`src/rtl/pipe_ctrl_pkg.sv`:
```
// Shared types and constants for the pipeline hazard controller.
// Enable and flush bundles are packed so they can be compared and counted as vectors.
package pipe_ctrl_pkg;

    typedef enum logic [1:0] {
        RUN         = 2'd0,
        MULDIV_WAIT = 2'd1
    } ctrl_state_e;

    // Field order runs front to back of the pipeline; pc is the MSB.
    typedef struct packed {
        logic pc;
        logic ifid;
        logic idex;
        logic exmem;
        logic memwb;
    } pipe_en_t;

    typedef struct packed {
        logic ifid;
        logic idex;
        logic exmem;
    } pipe_flush_t;

    localparam pipe_en_t EN_ALL  = '{pc: 1'b1, ifid: 1'b1, idex: 1'b1, exmem: 1'b1, memwb: 1'b1};
    localparam pipe_en_t EN_NONE = '{pc: 1'b0, ifid: 1'b0, idex: 1'b0, exmem: 1'b0, memwb: 1'b0};

    // Front of pipe frozen while EX is busy; the back drains behind a bubble.
    localparam pipe_en_t EN_HOLD_FRONT = '{pc: 1'b0, ifid: 1'b0, idex: 1'b0, exmem: 1'b1, memwb: 1'b1};

    // Load-use: hold PC and IF/ID, and let ID/EX take a NOP.
    localparam pipe_en_t EN_LOAD_USE = '{pc: 1'b0, ifid: 1'b0, idex: 1'b1, exmem: 1'b1, memwb: 1'b1};

    localparam pipe_flush_t FLUSH_NONE = '{ifid: 1'b0, idex: 1'b0, exmem: 1'b0};

endpackage

```
`src/rtl/load_use_detect.sv`:
```
// Combinational compare of ID-stage sources against a producer destination.
// A destination of x0 never matches, since x0 is hard-wired and cannot create a dependency.
module load_use_detect #(
    parameter int ADDR_W  = 5,
    parameter int NUM_SRC = 2
) (
    input  logic [NUM_SRC-1:0][ADDR_W-1:0] src_addr,
    input  logic [NUM_SRC-1:0]             src_used,
    input  logic [ADDR_W-1:0]              dst_addr,
    input  logic                           dst_wen,
    output logic                           hazard
);

    logic               dst_live;
    logic [NUM_SRC-1:0] src_match;

    assign dst_live = dst_wen && (dst_addr != '0);

    for (genvar gi = 0; gi < NUM_SRC; gi++) begin : g_src
        assign src_match[gi] = dst_live && src_used[gi] && (src_addr[gi] == dst_addr);
    end

    assign hazard = |src_match;

endmodule

```
`src/rtl/pipe_hazard_controller.sv`:
```
// Stall/flush sequencer for a 5-stage pipeline: load-use, multi-cycle mul/div,
// data-memory wait and EX redirects, with stall/flush performance counters.
module pipe_hazard_controller
    import pipe_ctrl_pkg::*;
#(
    parameter int MULDIV_CYCLES = 4,
    parameter int REG_ADDR_W    = 5,
    parameter int CNT_W         = 32
) (
    input  logic                  i_clk,
    input  logic                  i_reset,
    input  logic [REG_ADDR_W-1:0] i_id_rs1,
    input  logic [REG_ADDR_W-1:0] i_id_rs2,
    input  logic                  i_id_rs1_used,
    input  logic                  i_id_rs2_used,
    input  logic [REG_ADDR_W-1:0] i_ex_rd,
    input  logic                  i_ex_rd_wen,
    input  logic                  i_ex_is_load,
    input  logic                  i_ex_is_muldiv,
    input  logic                  i_ex_redirect,
    input  logic                  i_dmem_req,
    input  logic                  i_dmem_ack,
    output logic                  o_pc_en,
    output logic                  o_ifid_en,
    output logic                  o_idex_en,
    output logic                  o_exmem_en,
    output logic                  o_memwb_en,
    output logic                  o_ifid_flush,
    output logic                  o_idex_flush,
    output logic                  o_exmem_flush,
    output logic                  o_busy,
    output logic [CNT_W-1:0]      o_stall_cnt,
    output logic [CNT_W-1:0]      o_flush_cnt
);

    localparam int CNT_BITS = $clog2(MULDIV_CYCLES) + 1;

    ctrl_state_e         state_reg, state_next;
    logic [CNT_BITS-1:0] cnt_reg, cnt_next;
    logic [CNT_W-1:0]    stall_cnt_reg, flush_cnt_reg;

    pipe_en_t    en;
    pipe_flush_t flush;
    logic        mem_stall;
    logic        src_hazard;
    logic        load_use;

    load_use_detect #(
        .ADDR_W  (REG_ADDR_W),
        .NUM_SRC (2)
    ) u_load_use_detect (
        .src_addr ({i_id_rs2, i_id_rs1}),
        .src_used ({i_id_rs2_used, i_id_rs1_used}),
        .dst_addr (i_ex_rd),
        .dst_wen  (i_ex_rd_wen),
        .hazard   (src_hazard)
    );

    assign mem_stall = i_dmem_req && !i_dmem_ack;
    assign load_use  = i_ex_is_load && src_hazard;

    always_comb begin
        state_next = state_reg;
        cnt_next   = cnt_reg;
        en         = EN_ALL;
        flush      = FLUSH_NONE;

        if (i_reset) begin
            en = EN_NONE;
        end else if (mem_stall) begin
            // Whole pipe frozen; the mul/div countdown must not advance either.
            en = EN_NONE;
        end else if (state_reg == MULDIV_WAIT) begin
            if (cnt_reg > CNT_BITS'(1)) begin
                en          = EN_HOLD_FRONT;
                flush.exmem = 1'b1;
                cnt_next    = cnt_reg - 1'b1;
            end else begin
                // Release cycle: the result moves into EX/MEM with every bank enabled.
                state_next = RUN;
            end
        end else if (i_ex_is_muldiv) begin
            en          = EN_HOLD_FRONT;
            flush.exmem = 1'b1;
            cnt_next    = CNT_BITS'(MULDIV_CYCLES - 1);
            state_next  = MULDIV_WAIT;
        end else if (i_ex_redirect) begin
            // Squashing ID also removes the consumer of any load-use hazard.
            flush.ifid = 1'b1;
            flush.idex = 1'b1;
        end else if (load_use) begin
            en         = EN_LOAD_USE;
            flush.idex = 1'b1;
        end
    end

    always_ff @(posedge i_clk) begin
        if (i_reset) begin
            state_reg     <= RUN;
            cnt_reg       <= '0;
            stall_cnt_reg <= '0;
            flush_cnt_reg <= '0;
        end else begin
            state_reg <= state_next;
            cnt_reg   <= cnt_next;
            if (!en.pc) begin
                stall_cnt_reg <= stall_cnt_reg + 1'b1;
            end
            if (|flush) begin
                flush_cnt_reg <= flush_cnt_reg + 1'b1;
            end
        end
    end

    assign o_pc_en       = en.pc;
    assign o_ifid_en     = en.ifid;
    assign o_idex_en     = en.idex;
    assign o_exmem_en    = en.exmem;
    assign o_memwb_en    = en.memwb;
    assign o_ifid_flush  = flush.ifid;
    assign o_idex_flush  = flush.idex;
    assign o_exmem_flush = flush.exmem;
    assign o_busy        = !i_reset && (state_reg == MULDIV_WAIT);
    assign o_stall_cnt   = stall_cnt_reg;
    assign o_flush_cnt   = flush_cnt_reg;

    // A mul/div never resolves a branch, so both flags together means upstream decode is broken.
    a_no_redirect_muldiv : assert property (@(posedge i_clk) disable iff (i_reset)
        !(i_ex_redirect && i_ex_is_muldiv));

endmodule

```
`config.mk`:
```
export PLATFORM = sky130hd
export DESIGN_NAME = pipe_hazard_controller
export DESIGN_NICKNAME = d
export VERILOG_FILES = /design/src/rtl/pipe_ctrl_pkg.sv /design/src/rtl/load_use_detect.sv /design/src/rtl/pipe_hazard_controller.sv
export SDC_FILE = /design/constraint.sdc
export NUM_CORES = 1
export LEC_CHECK = 0
export BUFFER_PORTS_ARGS = -buffer_cell sky130_fd_sc_hd__buf_2
export CORE_UTILIZATION = 58
export CTS_CLUSTER_SIZE = 30
export DETAILED_ROUTE_END_ITERATION = 8
export PLACE_DENSITY = 0.83
export SLEW_MARGIN = 0
export SYNTH_ARGS = -nofsm -noshare
export SYNTH_HDL_FRONTEND = slang
export SYNTH_HIERARCHICAL = 1
export SYNTH_SLANG_ARGS = --single-unit
```
`constraint.sdc`:
```
create_clock -name i_clk -period 3.99 [get_ports i_clk]
set_clock_uncertainty 0.05 [all_clocks]
set_input_delay 0.399 -clock i_clk [delete_from_list [all_inputs] [get_ports i_clk]]
set_output_delay 0.399 -clock i_clk [all_outputs]
set_load 0.03 [all_outputs]
```
### After elaboration in Yosys (flattened, before gate mapping)

Cells that the tools add are included.

* add/sub/neg operators: 3
* order comparisons: 1
* eq/ne operators: 5
* mux-type cells: 23
* bitwise operators: 1
* reductions and logical operators: 16

Operator list (count)
* $add A32 B1 Y32 const B: 2
* $mux W5: 7
* $mux W3: 5
* $eq A5 B5 Y1: 2
* $mux W2: 5
* $logic_and A1 B1 Y1: 8
* $mux W1: 6
* $reduce_and A3 Y1: 2
* $reduce_bool A5 Y1: 1
* $ne A2 B2 Y1 const B: 2
* $gt A3 B1 Y1 const B: 1
* $reduce_or A3 Y1: 1
* $sub A3 B1 Y3 const B: 1
* $eq A2 B1 Y1 const B: 1
* $logic_not A1 Y1: 2
* $reduce_bool A2 Y1: 1
* $reduce_or A2 Y1: 1
* $not A1 Y1: 1

* flip-flop bits (word level): 69
* input port bits: 25
* output and inout port bits: 73
* word-level logic and storage cells: 53

### Logic depth before layout (Yosys ltp)

* word-level depth: 13
* gate-level depth with buffers: 10
* depth with buffers taken out: 8

### Hierarchy

The synthesis kept the hierarchy.

By module, submodules not included
* pipe_hazard_controller: instances 1, cells each 464, area an instance 3843.7 um^2, seq. area each 1361.3 um^2
* load_use_detect: instances 1, cells each 17, area an instance 133.9 um^2, seq. area each 0.0 um^2

### Worst setup path before layout

OpenSTA, ideal clock, no wires.

* kind: in2out
* start point: input port i_ex_rd[1]
* end point: output port o_pc_en
* data arrival time: 2.294 ns
* data required time: 3.541 ns
* setup slack: 1.247 ns
* stages on the path: 8
* path buffers: 2
* cell sequence: or4_1 -> o21ai_1 -> a21oi_1 -> and3b_1 -> clkbuf_1 -> o21a_1 -> nor2_1 -> buf_4

* word-level cells in the longest chain between the ends: 12
* elaborated cells between the ends (all ways): 16
* those cells by class: 2 x eq/ne; 6 x mux; 8 x reduce/logical

RTL lines
* start, declared: line pipe_hazard_controller.sv:16 `input logic [REG_ADDR_W-1:0] i_ex_rd,`
* $reduce_bool A5 Y1: line load_use_detect.sv:17 `assign dst_live = dst_wen && (dst_addr != '0);`
* $logic_and A1 B1 Y1: line load_use_detect.sv:17
* $logic_and A1 B1 Y1 (2 in series): line load_use_detect.sv:20 `assign src_match[gi] = dst_live && src_used[gi] && (src_addr[gi] == dst_addr);`
* $reduce_or A2 Y1 (*): line load_use_detect.sv:23 `assign hazard = |src_match;`
* named net src_hazard: line pipe_hazard_controller.sv:45 `logic src_hazard;`
* $logic_and A1 B1 Y1 (*): line pipe_hazard_controller.sv:60 `assign load_use = i_ex_is_load && src_hazard;`
* $mux W5 (*): line pipe_hazard_controller.sv:91 `end else if (load_use) begin`
* $mux W5 (*): line pipe_hazard_controller.sv:87 `end else if (i_ex_redirect) begin`
* $mux W5 (*): line pipe_hazard_controller.sv:82 `end else if (i_ex_is_muldiv) begin`
* $mux W5 (*): line pipe_hazard_controller.sv:73 `end else if (state_reg == MULDIV_WAIT) begin`
* $mux W5 (*): line pipe_hazard_controller.sv:70 `end else if (mem_stall) begin`
* $mux W5 (*): line pipe_hazard_controller.sv:68 `if (i_reset) begin`
* end, declared: line pipe_hazard_controller.sv:23 `output logic o_pc_en,`

The timed path passes the listed nets; every way through them passes the cells marked *.

### Final worst setup path

* start point: input port i_ex_rd[1]
* end point: register flush_cnt_reg[16], in the netlist o_flush_cnt[16]

* word-level cells in the longest chain between the ends: 13
* elaborated cells between the ends (all ways): 17
* those cells by class: 2 x eq/ne; 6 x mux; 9 x reduce/logical

RTL lines
* $reduce_bool A5 Y1: line load_use_detect.sv:17
* $logic_and A1 B1 Y1: line load_use_detect.sv:17
* $logic_and A1 B1 Y1 (2 in series): line load_use_detect.sv:20
* $reduce_or A2 Y1 (*): line load_use_detect.sv:23
* named net src_hazard: line pipe_hazard_controller.sv:45
* $logic_and A1 B1 Y1 (*): line pipe_hazard_controller.sv:60
* $mux W1 (*): line pipe_hazard_controller.sv:91
* $mux W1 (*): line pipe_hazard_controller.sv:87
* $mux W2 (*): line pipe_hazard_controller.sv:82
* $mux W2 (*): line pipe_hazard_controller.sv:73
* $mux W3 (*): line pipe_hazard_controller.sv:70
* $mux W3 (*): line pipe_hazard_controller.sv:68
* $reduce_or A3 Y1 (*): line pipe_hazard_controller.sv:109 `if (|flush) begin`
* end signal, assigned: line pipe_hazard_controller.sv:110 `flush_cnt_reg <= flush_cnt_reg + 1'b1;`
* end, declared: line pipe_hazard_controller.sv:40 `logic [CNT_W-1:0] stall_cnt_reg, flush_cnt_reg;`

Marks and branches as above.
A chain may end at the register's enable or synchronous reset.

==> metrics.md <==
| Metric | Value |
|---|---|
| CTS buffer count | `9` |
| Starting Density | `0.6124` |
| DR vias | `approximately 4000` |
| Bufs and invs on worst path | `2` |
| Top Ports | `98` |
| Number of detailed-route iterations in the first pass | `7` |
| Deepest clock path buffer count | `2` |
| Register-to-Register Path Depth | `5` |
| Combinational share of power | `0.104` |
| Area share of the largest cell type after synthesis | `0.3422` |
| Max-Cap Viols | `0` |
| Overall global routing resource usage | `0.2750` |
| Count of final max-slew check failures | `0` |
| Standard-cell row count | `29` |
| Worst hold slack across all endpoints | `about 0.33 ns` |
| Synth-to-layout area growth | `16.07%` |
| Hold-fix buffers, CTS | `0` |
| Instance area at placement | `0.004433 mm^2` |
| Final weighted congestion of routability-driven global placement | `0.8477` |
| Clock network fraction of total power | `0.400` |
| Pin count of the biggest net entering global routing | `between 40 and 50` |
| Clock tree root driver cell | `clkbuf_8` |
| Category of the worst setup path launch point | `primary input` |
| Max FO, Critical Path | `32` |
| Ranking of synthesized cells by area | `dfxtp_1 (34%), mux2_2 (8.5%), a21oi_1 (5.2%)` |
| Cell with the most instances on the worst path | `a21oi_1` |
| P_sw | `0.3704 mW` |
| Violations in the final reports | `design-rule violations` |
| Worst Hold Launch | `i_ex_is_muldiv` |
| Number of instances resized during post-cts repair | `0` |
| Total core area | `about 0.0065 mm^2` |
| Netlist Area Pre-Place | `0.003978 mm^2` |
| Element type at the critical path end | `register` |
| Setup-violating endpoint count in the final report | `0` |
| Slew of the pin with the lowest slew margin | `~0.76 ns` |
| Final std cell area, no fill | `about 0.0046 mm^2` |
| Overall die width | `84.81 um` |
| Critical R2R Launch | `state_reg[0]$_SDFFE_PP0P_` |
| Post-Synthesis Net Count | `around 510` |
| Final Cycle Share | `0.7497` |
| Number of nets in the final layout | `585` |
| EDFF count, synth | `0` |
| Ratio of cells with drive above 1 in the final layout | `0.2709` |
| Number of I/O port buffers | `between 90 and 100` |
| Worst path depth | `10` |
| Max Clock Freq | `between 300 and 400 MHz` |
| Number of clock sinks seen by CTS | `between 60 and 70` |
| Setup TNS Final | `0 ns` |
| Die Area | `a little over 0.007 mm^2` |
| Cell count after synthesis | `around 480` |
| Hold path depth | `3` |
| Slowest stage delay, CP | `approximately 0.74 ns` |
| Crit-path cells | `buf_2 > xor2_1 > nor4_1 > nand3_1 > a21oi_1 > a21oi_1 > a2111o_1 > buf_4 > or4_1 > a21oi_1` |
| Post-CTS setup buffer count | `0` |
| Post-Route WL | `between 9000 and 10000 um` |
| Sequential cell fraction of total power | `0.496` |
| Minimum period implied by the final worst setup slack | `~3 ns` |
| Source-to-sink clock delay at the later pin of the worst-skew pair | `around 0.35 ns` |
| Async set-reset flop share out of synthesis | `0` |
| Global route overflow | `0` |
| Antenna violations before repair | `0` |
| RSZ-0062 raised after global routing | `false` |
| Number of endpoints with negative hold slack in the final report | `0` |
| Status | `finished, violations left` |
| Number of H-tree branching levels | `3` |
| Worst setup path class | `in2reg` |
| End of the worst register-to-register path | `o_flush_cnt[16]$_SDFFE_PP0P_` |
| Number of flip-flops and latches in the synthesized netlist | `68` |
| Post-DR vias/cell | `6.323` |
| Via count of the first global-routing pass | `3592` |
| Internal power consumption | `1.036 mW` |
| Yosys warnings | `6` |
| Endpoint required time on the critical path | `between 4 and 5 ns` |
| Worst Hold Class | `in2reg` |
| Half-perimeter wire length after detailed placement | `6834 um` |
| Number of distinct library cell variants in the gate-level netlist after synthesis | `53` |
| Cell with the largest stage delay on the worst path | `a2111o_1` |
| Post-synth top area cell | `dfxtp_1` |
| Detailed router's first-iteration violation count | `around 270` |
| Chip height | `around 85 um` |
| Critical path's top delay family | `compound AO/OA/AOI/OAI gates` |
| Global-route wire length before repair | `about 16000 um` |
| Register-to-Register Setup Slack | `1.45 ns` |
| Register clock-pin slew on the reported worst setup and hold paths | `~0.080 ns` |
| PD cells | `~300 mW/mm^2` |
| Max-slew headroom | `0.4921` |
| Post-route DRC violation count | `3` |
| IR drop worst, VDD | `0.2020 mV` |
| Remaining antenna violation count | `0` |
| Number of diodes added for antenna fixing | `0` |
| Seq/Total Area, Yosys | `0.3422` |
| Leakage power summed over all cells | `approximately 1.8 nW` |
| CTS tree | `yes` |
| Critical path data arrival time | `3.21 ns` |
| Worst hold path endpoint | `state_reg[0]$_SDFFE_PP0P_` |
| Net Sw Frac | `0.2633` |
| Main flop type after synthesis | `dfxtp_1` |
| Mean instance size in the synthesized netlist | `between 8 and 9 um^2` |
| Routed wire per std cell | `15.41 um` |
==> cells in the mapped netlist (6+ instances only) <==
cell / count
a2111oi_0: 7
nand2_1: 23
nor4_1: 7
nor2b_1: 32
inv_1: 6
and4_1: 11
o31ai_1: 20
o21ai_0: 12
and2_1: 6
nand4_1: 18
and3_1: 11
a211oi_1: 11
or4_1: 21
a21oi_1: 41
xor2_1: 9
mux2_2: 30
clkbuf_1: 23
nand3_1: 24
dfxtp_1: 68
nor2_1: 37
nor3_1: 10
==> cells by family after synthesis <==
group           synth area share
simple gates              0.3139
compound gates            0.1768
flops                     0.3422
buf+inv                  0.04592
mux                      0.08745
xor+xnor                 0.02422
fa+ha+maj               0.009438
==> per-layer routing <==
layer | up-vias | GRT usage | part of all wire
met5 | - | 0 | 0
met4 | 0 | 0.08320 | 0.0084
met3 | 11 | 0.06323 | 0.059
met2 | 137 | 0.4760 | 0.49
met1 | 1932 | 0.3423 | 0.44
li1 | 1954 | - | -
==> through the flow <==
stage	util	setup slack, ns	power [mW]	instances
floorplan	-	1.247	0.8178	481
global placement	0.6825	0.7752	0.8523	623
detailed placement	0.6825	0.6704	0.8583	623
CTS	0.7108	1.016	1.407	638
global route	0.7108	0.7767	1.452	638
finish	0.7108	0.9989	1.407	638
==> worst max-delay path by stage <==
stage | start | end
after CTS | i_ex_rd[1] | o_flush_cnt[16]$_SDFFE_PP0P_
after global routing | i_ex_rd[1] | o_flush_cnt[7]$_SDFFE_PP0P_
after detailed placement | i_ex_rd[1] | o_flush_cnt[16]$_SDFFE_PP0P_
final | i_ex_rd[1] | o_flush_cnt[16]$_SDFFE_PP0P_
after floorplan | i_ex_rd[1] | o_pc_en
after global placement | i_ex_rd[1] | o_flush_cnt[16]$_SDFFE_PP0P_
==> worst min-delay path: cells and delay by family <==
kind            cells  cell delay, ns
compound gates      2            0.18
buf+inv             1            0.11
==> power groups by stage <==
stage | registers [mW] | logic, mW | clock network, mW
after CTS | 0.698 | 0.145 | 0.563
after global routing | 0.700 | 0.161 | 0.591
after floorplan | 0.721 | 0.0969 | 0
after detailed placement | 0.714 | 0.145 | 0
after global placement | 0.713 | 0.139 | 0
final | 0.698 | 0.146 | 0.563
==> final cells by class <==
| cell class | count | area [um^2] |
|---|---|---|
| flip-flops and latches | 68 | 1361 |
| well taps | 77 | 96.34 |
| repair buffers | 101 | 515.5 |
| inverters | 7 | 26.28 |
| clock inverters | 2 | 35.03 |
| clock buffers | 13 | 148.9 |
| fillers | 528 | 1878 |
| multi-input cells | 370 | 2434 |
==> cells in the final DEF, fill, tap and decap left out, types with 3 or more instances in the layout <==
master     Yosys  final
dfxtp_1       68     68
o21ai_0       12     12
buf_2          5     97
nor2b_1       32     32
and4_1        11     11
or3_1          5      5
ha_1           3      3
xor2_1         9      9
a211oi_1      11     11
nand3_1       24     24
mux2_2        30     30
a2111oi_0      7      7
nand2_1       23     23
nor2_1        37     37
a21oi_1       41     41
clkbuf_1      23      3
inv_1          6      6
nor3_1        10     10
nand4_1       18     18
buf_4          2      4
nor4_1         7      7
o31ai_1       20     20
and2_1         6      6
a2111o_1       3      3
and3_1        11     11
clkbuf_8       0     10
or4_1         21     21
o21ai_1        3      3
Note: power is estimated with default switching activity, not from simulation.
